File: config.mk
export PLATFORM = sky130hd
export DESIGN_NAME = hazard_detection_unit
export DESIGN_NICKNAME = d
export VERILOG_FILES = /design/src/rtl/hazard_detection_unit.sv
export SDC_FILE = /design/constraint.sdc
export NUM_CORES = 1
export LEC_CHECK = 0
export ABC_AREA = 0
export CAP_MARGIN = 0
export CORE_UTILIZATION = 39
export CTS_BUF_LIST = sky130_fd_sc_hd__clkbuf_4 sky130_fd_sc_hd__clkbuf_8
export DETAILED_ROUTE_END_ITERATION = 8
export PLACE_DENSITY = 0.82
export SYNTH_ARGS = -nofsm -noshare
export SYNTH_HDL_FRONTEND = slang
export SYNTH_SLANG_ARGS = --single-unit
File: constraint.sdc
create_clock -name clk_i -period 1.7 [get_ports clk_i]
set_clock_uncertainty 0.1 [all_clocks]
set_input_delay 0.17 -clock clk_i [delete_from_list [all_inputs] [get_ports clk_i]]
set_output_delay 0.17 -clock clk_i [all_outputs]
set_load 0.01 [all_outputs]
File: src/rtl/hazard_detection_unit.sv
// hazard_detection_unit: ID-stage stall/flush/hold controller for the 5-stage MIPS pipeline.
// Define HAZARD_STAT_EN to add the StallCnt_o stall-cycle counter.
module hazard_detection_unit (
    input  logic       clk_i,
    input  logic       rst_n_i,
    input  logic [4:0] IFIDRs_i,
    input  logic [4:0] IFIDRt_i,
    input  logic       IFIDUsesRt_i,
    input  logic       IFIDBranch_i,
    input  logic       IDEXMemRead_i,
    input  logic       IDEXRegWrite_i,
    input  logic [4:0] IDEXRd_i,
    input  logic       EXMEMMemRead_i,
    input  logic [4:0] EXMEMRd_i,
    input  logic       BranchTaken_i,
    input  logic       MemReq_i,
    input  logic       MemAck_i,
    output logic       PCWrite_o,
    output logic       IFIDWrite_o,
    output logic       IFIDFlush_o,
    output logic       IDEXBubble_o,
    output logic       PipeHold_o
`ifdef HAZARD_STAT_EN
    ,
    output logic [31:0] StallCnt_o
`endif
);
    typedef enum logic [1:0] {RUN, STALL, MEM_WAIT} state_t;

    state_t     state_q, state_d, ret_q, ret_d;
    logic [1:0] cnt_q, cnt_d;
    logic       mem_wait, load_use, alu_br, ld_mem_br, hazard, hold, stall;

    function automatic logic match(input logic [4:0] r);
        return r != 5'd0 && (r == IFIDRs_i || (IFIDUsesRt_i && r == IFIDRt_i));
    endfunction

    assign mem_wait  = MemReq_i && !MemAck_i;
    assign load_use  = IDEXMemRead_i && match(IDEXRd_i);
    assign alu_br    = IFIDBranch_i && IDEXRegWrite_i && !IDEXMemRead_i && match(IDEXRd_i);
    assign ld_mem_br = IFIDBranch_i && EXMEMMemRead_i && match(EXMEMRd_i);
    assign hazard    = load_use || alu_br || ld_mem_br;

    always_ff @(posedge clk_i) begin
        if (!rst_n_i) begin
            state_q <= RUN;
            ret_q   <= RUN;
            cnt_q   <= 2'd0;
        end else begin
            state_q <= state_d;
            ret_q   <= ret_d;
            cnt_q   <= cnt_d;
        end
    end

    always_comb begin
        state_d = state_q;
        ret_d   = ret_q;
        cnt_d   = cnt_q;
        case (state_q)
            RUN: begin
                if (mem_wait) begin
                    state_d = MEM_WAIT;
                    ret_d   = RUN;
                end else if (load_use && IFIDBranch_i) begin
                    state_d = STALL;
                    cnt_d   = 2'd1;
                end
            end
            STALL: begin
                if (mem_wait) begin
                    state_d = MEM_WAIT;
                    ret_d   = STALL;
                end else begin
                    cnt_d   = cnt_q - 2'd1;
                    state_d = (cnt_q <= 2'd1) ? RUN : STALL;
                end
            end
            MEM_WAIT: state_d = MemAck_i ? ret_q : MEM_WAIT;
            default:  state_d = RUN;
        endcase
    end

    // Reset forces the idle pattern so the pipeline keeps flowing while held in reset.
    always_comb begin
        hold  = rst_n_i && (state_q == MEM_WAIT || mem_wait);
        stall = rst_n_i && !hold && (state_q == STALL || (state_q == RUN && hazard));
        PipeHold_o   = hold;
        IDEXBubble_o = stall;
        PCWrite_o    = !(hold || stall);
        IFIDWrite_o  = !(hold || stall);
        IFIDFlush_o  = rst_n_i && state_q == RUN && !mem_wait && !hazard && BranchTaken_i;
    end

`ifdef HAZARD_STAT_EN
    logic [31:0] stat_q;

    always_ff @(posedge clk_i) begin
        if (!rst_n_i)
            stat_q <= 32'd0;
        else if (hold || stall)
            stat_q <= stat_q + 32'd1;
    end

    assign StallCnt_o = stat_q;
`endif
endmodule

* Word level (Yosys, flattened, before mapping)
Index checks and enable logic that the tools add are counted.
** Word-level totals
- Flip-flop bits (word level) :: 6
- Input port bits :: 30
- Word-level logic and storage cells :: 68
** Operators by class
- Add/subtract/negate cells :: 1
- Magnitude comparators :: 1
- Equal/unequal tests :: 12
- Muxes and demuxes :: 12
- Reduce and logical (&&, ||, !) cells :: 39
** Operator list (count)
- $eq 5x5->1 :: 4
- $logic_and 1x1->1 :: 20
- $mux 2 :: 8
- $ne 2x2->1 const B :: 5
- $reduce_bool 5->1 :: 2
- $pmux 2 s2 :: 2
- $logic_or 1x1->1 :: 7
- $logic_not 1->1 :: 6
- $pmux 2 s3 :: 1
- $reduce_and 4->1 :: 1
- $ne 3x3->1 const B :: 1
- $reduce_and 3->1 :: 1
- $eq 2x1->1 const B :: 1
- $eq 2x2->1 const B :: 1
- $le 2x1->1 const B :: 1
- $logic_not 2->1 :: 1
- $reduce_bool 2->1 :: 1
- $sub 2x1->2 const B :: 1
- $mux 1 :: 1

* Depth between registers and ports, before layout
- Depth after elaboration :: 12
- Mapped depth :: 6
- Gate-level depth less buffers :: 5

* Worst setup path before layout
OpenSTA, ideal clock, no wires.
- Path kind :: input to output
- Start :: in EXMEMRd_i[0]
- End :: out PCWrite_o
- Arrival :: 1.649 ns
- Setup slack :: -0.219 ns
- Stages :: 6
- Buffers on the path :: 1
- Cells stage by stage :: or3_1 -> o311a_1 -> nand3_2 -> o32ai_2 -> a311oi_1 -> buf_4
** On the way
- Longest elaborated chain between the ends :: 11
- Elaborated cells between the ends (all ways) :: 13
** RTL lines
- from (decl) :: line 14 : input logic [4:0] EXMEMRd_i,
- $eq 5x5->1 :: line 35 : return r != 5'd0 && (r == IFIDRs_i || (IFIDUsesRt_i && r == IFIDRt_i));
- $logic_and 1x1->1 :: line 35
- $logic_or 1x1->1 :: line 35
- $logic_and 1x1->1 * :: line 35
- $logic_and 1x1->1 * :: line 41 : assign ld_mem_br = IFIDBranch_i && EXMEMMemRead_i && match(EXMEMRd_i);
- $logic_or 1x1->1 * :: line 42 : assign hazard = load_use || alu_br || ld_mem_br;
- $logic_and 1x1->1 * :: line 87 : stall = rst_n_i && !hold && (state_q == STALL || (state_q == RUN && hazard));
- $logic_or 1x1->1 * :: line 87
- $logic_and 1x1->1 * :: line 87
- $logic_or 1x1->1 *
- $logic_not 1->1 *
- to (decl) :: line 18 : output logic PCWrite_o,
Mark *: on every way between the ends. The rest lies on a longest branch, timed or not.

* Final worst setup path
- Start :: in EXMEMRd_i[2]
- End :: out IFIDWrite_o
** On the way
- Longest elaborated chain between the ends :: 11
- Elaborated cells between the ends (all ways) :: 13
** RTL lines
- $eq 5x5->1 :: line 35
- $logic_and 1x1->1 :: line 35
- $logic_or 1x1->1 :: line 35
- $logic_and 1x1->1 * :: line 35
- $logic_and 1x1->1 * :: line 41
- $logic_or 1x1->1 * :: line 42
- $logic_and 1x1->1 * :: line 87
- $logic_or 1x1->1 * :: line 87
- $logic_and 1x1->1 * :: line 87
- $logic_or 1x1->1 * :: line 91 : IFIDWrite_o = !(hold || stall);
- $logic_not 1->1 * :: line 91
- to (decl) :: line 19 : output logic IFIDWrite_o,
Marked as above.

==> results by group <==
Run status
  • Status: finished with violations
  • Failing checks: setup timing

Worst setup path
  • Critical path origin: EXMEMRd_i[2]
  • Crit path required time: roughly 1.4 ns
  • CP Capture Point: IFIDWrite_o
  • CP arrival: 1.68 ns
  • CP max stage delay: 0.36 ns
  • Reg-to-Reg Start: cnt_q[1]$_SDFFE_PN0P_
  • Crit path max fanout: 2
  • Cells on worst reg2reg path: 5
  • Critical path capture point type: primary output
  • Reg-to-reg slack, setup: around 0.25 ns
  • Max stage delay cell, worst path: or3_1
  • Worst Setup Start Kind: primary input
  • Setup Crit Path Kind: in -> out
  • Capturing point of the worst reg2reg path: state_q[0]$_SDFFE_PN0P_
  • CP Cell Sequence: buf_6 > or3_1 > o311a_1 > nand3_2 > o32ai_4 > buf_4 > a311oi_2 > buf_2

Logic synthesis
  • Compound-Gate Fraction of Synth Area: 26.2%
  • Synth cell count leaders: xor2_1, dfxtp_1, a21oi_1, nand2_1, nor3_1
  • Largest family of logic cells by synthesized area: XOR/XNOR gates
  • Synth Register Bits: 5
  • Mux cell area share after synthesis: 0%
  • Adder-cell share of the synthesized area: 2.04%
  • Synth top area cells: xor2_1, dfxtp_1, o311a_1
  • Synth Instances: 77
  • Post-Synth Simple-Gate Area: between 20 and 25%
  • Asr flop ratio synth: 0%
  • Synth Area in XOR/XNOR: 28.6%
  • Top-count cell post-synth: xor2_1
  • Seq/Total Area, Yosys: between 15 and 20%
  • Net Count, Synth: 108
  • Top FF cell, synth: dfxtp_1
  • Average size of a mapped cell: 7.95 µm²
  • Synth top area share: between 20% and 30%
  • Distinct cells, synth: 31
  • Yosys warning count: 0
  • Area of the mapped netlist: 612 µm²
  • Dominant cell type by area after synthesis: xor2_1
  • Post-synth EDFFs: 0

GRT
  • Met1 Use GR: 41.3%
  • GR Util met2: between 50% and 60%
  • Gr usage total: about a third
  • Largest net degree at the start of global routing: 9
  • Global-route wire length before repair: 4.49 mm
  • Top Usage Layer GRT: met2
  • Vias in the first global route: 910
  • Antenna violations before repair: 0
  • Gr ovfl total: 0
  • Met3 Track Usage GR: 11.7%

Clocking
  • Clock latency on the worst-skew pair: 0.26 ns
  • H-Tree Depth: 1
  • Clk slew on worst S/H paths: 0.05 ns
  • CTS Buffer Depth: 2
  • Clock tree sinks: 5
  • CTS tree: yes
  • TritonCTS buffer count: 3
  • Clock root cell: clkbuf_4

Layout
  • Final net count: 170
  • Final instance area: 1270 µm²
  • Layout cells sized above 1: 57.2%
  • P&R area growth vs syn: 107%
  • Diodes inserted: 0
  • Core Util, Final: 91.8%
  • Fin cells: ~150

Placement
  • DP Cell Count: roughly 140
  • Placed instance area: roughly 1100 µm²
  • Number of port buffers: 34
  • Hpwl dp: between 1.5 and 2 mm
  • Gpl congestion: 0.850

Timing
  • Max Slew Vio Count: 0
  • Final hold vios: 0
  • Actual slew at the worst max-slew pin: between 0.3 and 0.4 ns
  • Fmax: 513 MHz
  • Final Cycle Share: 115%
  • Fin crit period: 1.95 ns
  • Setup violators final: 4
  • Relative slew slack: 77.2%
  • Fin worst setup slack: -0.250 ns
  • Final setup TNS: -0.878 ns
  • RSZ-0062 raised after global routing: true

Floorplanning
  • Num ports: 35
  • Core area: roughly 1400 µm²
  • Die width: 41.6 µm
  • Die area: 1730 µm²
  • Cell Rows: 13
  • Die height: approximately 42 µm
  • Initial Util: 44.3%

Hold path
  • Hold Crit Class: in -> reg

Pwr
  • Leak Pwr: 0.576 nW
  • Power Density: 461 nW/µm²
  • Maximum VDD drop: 0.569 mV
  • Total Power Consumption: 0.585 mW

Detailed routing
  • Antenna-violating nets left: 0
  • Via count: 999
  • Drt first-iter violations: 42
  • Vias per std cell: 6.53
  • Drt pass-1 iters: 4
  • Detailed-route wire length: around 3.6 mm
  • DRC Markers: 0
  • WL/cell: 23.3 µm

Flow run
  • Maxcap violations: 0
## critical path: cells and delay by family
family / cells / cell delay, ns
AO/OA/AOI/OAI: 3 / 0.63
buffers and inverters: 3 / 0.42
AND/OR/NAND/NOR: 2 / 0.46
## placed cells by master (no fill, tap or decap), types with 2 or more instances in the layout
| master | count |
|---|---|
| a21oi_1 | 3 |
| buf_2 | 6 |
| buf_4 | 21 |
| buf_6 | 11 |
| clkbuf_2 | 11 |
| clkbuf_4 | 4 |
| clkdlybuf4s50_1 | 4 |
| dfxtp_1 | 4 |
| dlygate4sd2_1 | 3 |
| dlymetal6s2s_1 | 3 |
| inv_1 | 2 |
| nand2_1 | 4 |
| nand3_1 | 2 |
| nor2_1 | 3 |
| nor3_2 | 3 |
| nor4_2 | 2 |
| o311a_1 | 3 |
| or3_1 | 3 |
| xnor2_1 | 2 |
| xor2_1 | 11 |
| xor2_2 | 7 |
## area by class of cell
| cell class | instances | area [µm²] |
|---|---|---|
| Multi-Input combinational cell | 66 | 622 |
| Timing Repair Buffer | 60 | 485 |
| Inverter | 3 | 11.3 |
| Clock buffer | 4 | 30.0 |
| Tap cell | 15 | 18.8 |
| Sequential cell | 5 | 101 |
| Fill cell | 64 | 114 |
## what timing repair did
action                                  in CTS  in global routing
endpoints found under the setup margin       8                  8
buffers inserted                             5                  2
pin swaps                                   20                 23
resized for setup                           75                 57
hold buffers                                 0                  0
## worst min-delay path by stage
stage / depth (start not counted) / to / start / slack [ns]
after CTS: 4 / state_q[1]$_SDFFE_PN0P_ / MemAck_i / 0.25
after detailed placement: 2 / ret_q[0]$_SDFFE_PN0P_ / ret_q[0]$_SDFFE_PN0P_ / 0.40
final: 4 / state_q[1]$_SDFFE_PN0P_ / MemAck_i / 0.26
after global placement: 2 / ret_q[0]$_SDFFE_PN0P_ / ret_q[0]$_SDFFE_PN0P_ / 0.37
after global routing: 4 / state_q[1]$_SDFFE_PN0P_ / MemAck_i / 0.30
after floorplan: 3 / state_q[1]$_SDFFE_PN0P_ / MemAck_i / 0.25
## flip-flops by register name (all words and copies together), names as in the netlist
register,count
cnt_q,2
state_q,2
ret_q,1
## through the flow
step | hold slack [ns] | setup slack [ns]
CTS | 0.250 | -0.298
global placement | 0.370 | -0.841
finish | 0.263 | -0.250
global route | 0.301 | -0.325
detailed placement | 0.399 | -0.897
floorplan | 0.245 | -0.0454
## where the power goes
group          leakage, nW  switching (mW)  total [mW]  internal (mW)
Clock               0.0184          0.0595       0.165          0.105
Combinational        0.516           0.147       0.292          0.145
Sequential          0.0410         0.00503       0.128          0.123
Total                0.576           0.211       0.585          0.374
## cells by family after synthesis
family | after synthesis
AO/OA/AOI/OAI | 20
XOR/XNOR | 20
adder cells (fa/ha/maj) | 1
buffers and inverters | 6
flip-flops | 5
AND/OR/NAND/NOR | 25
## per-layer routing
metal | vias to the layer above | part of all wire [%]
met5 | - | 0
met4 | 0 | 7.7
met3 | 34 | 12
met2 | 90 | 47
met1 | 470 | 33
li1 | 405 | -
Power figures use the tool's default switching activity.
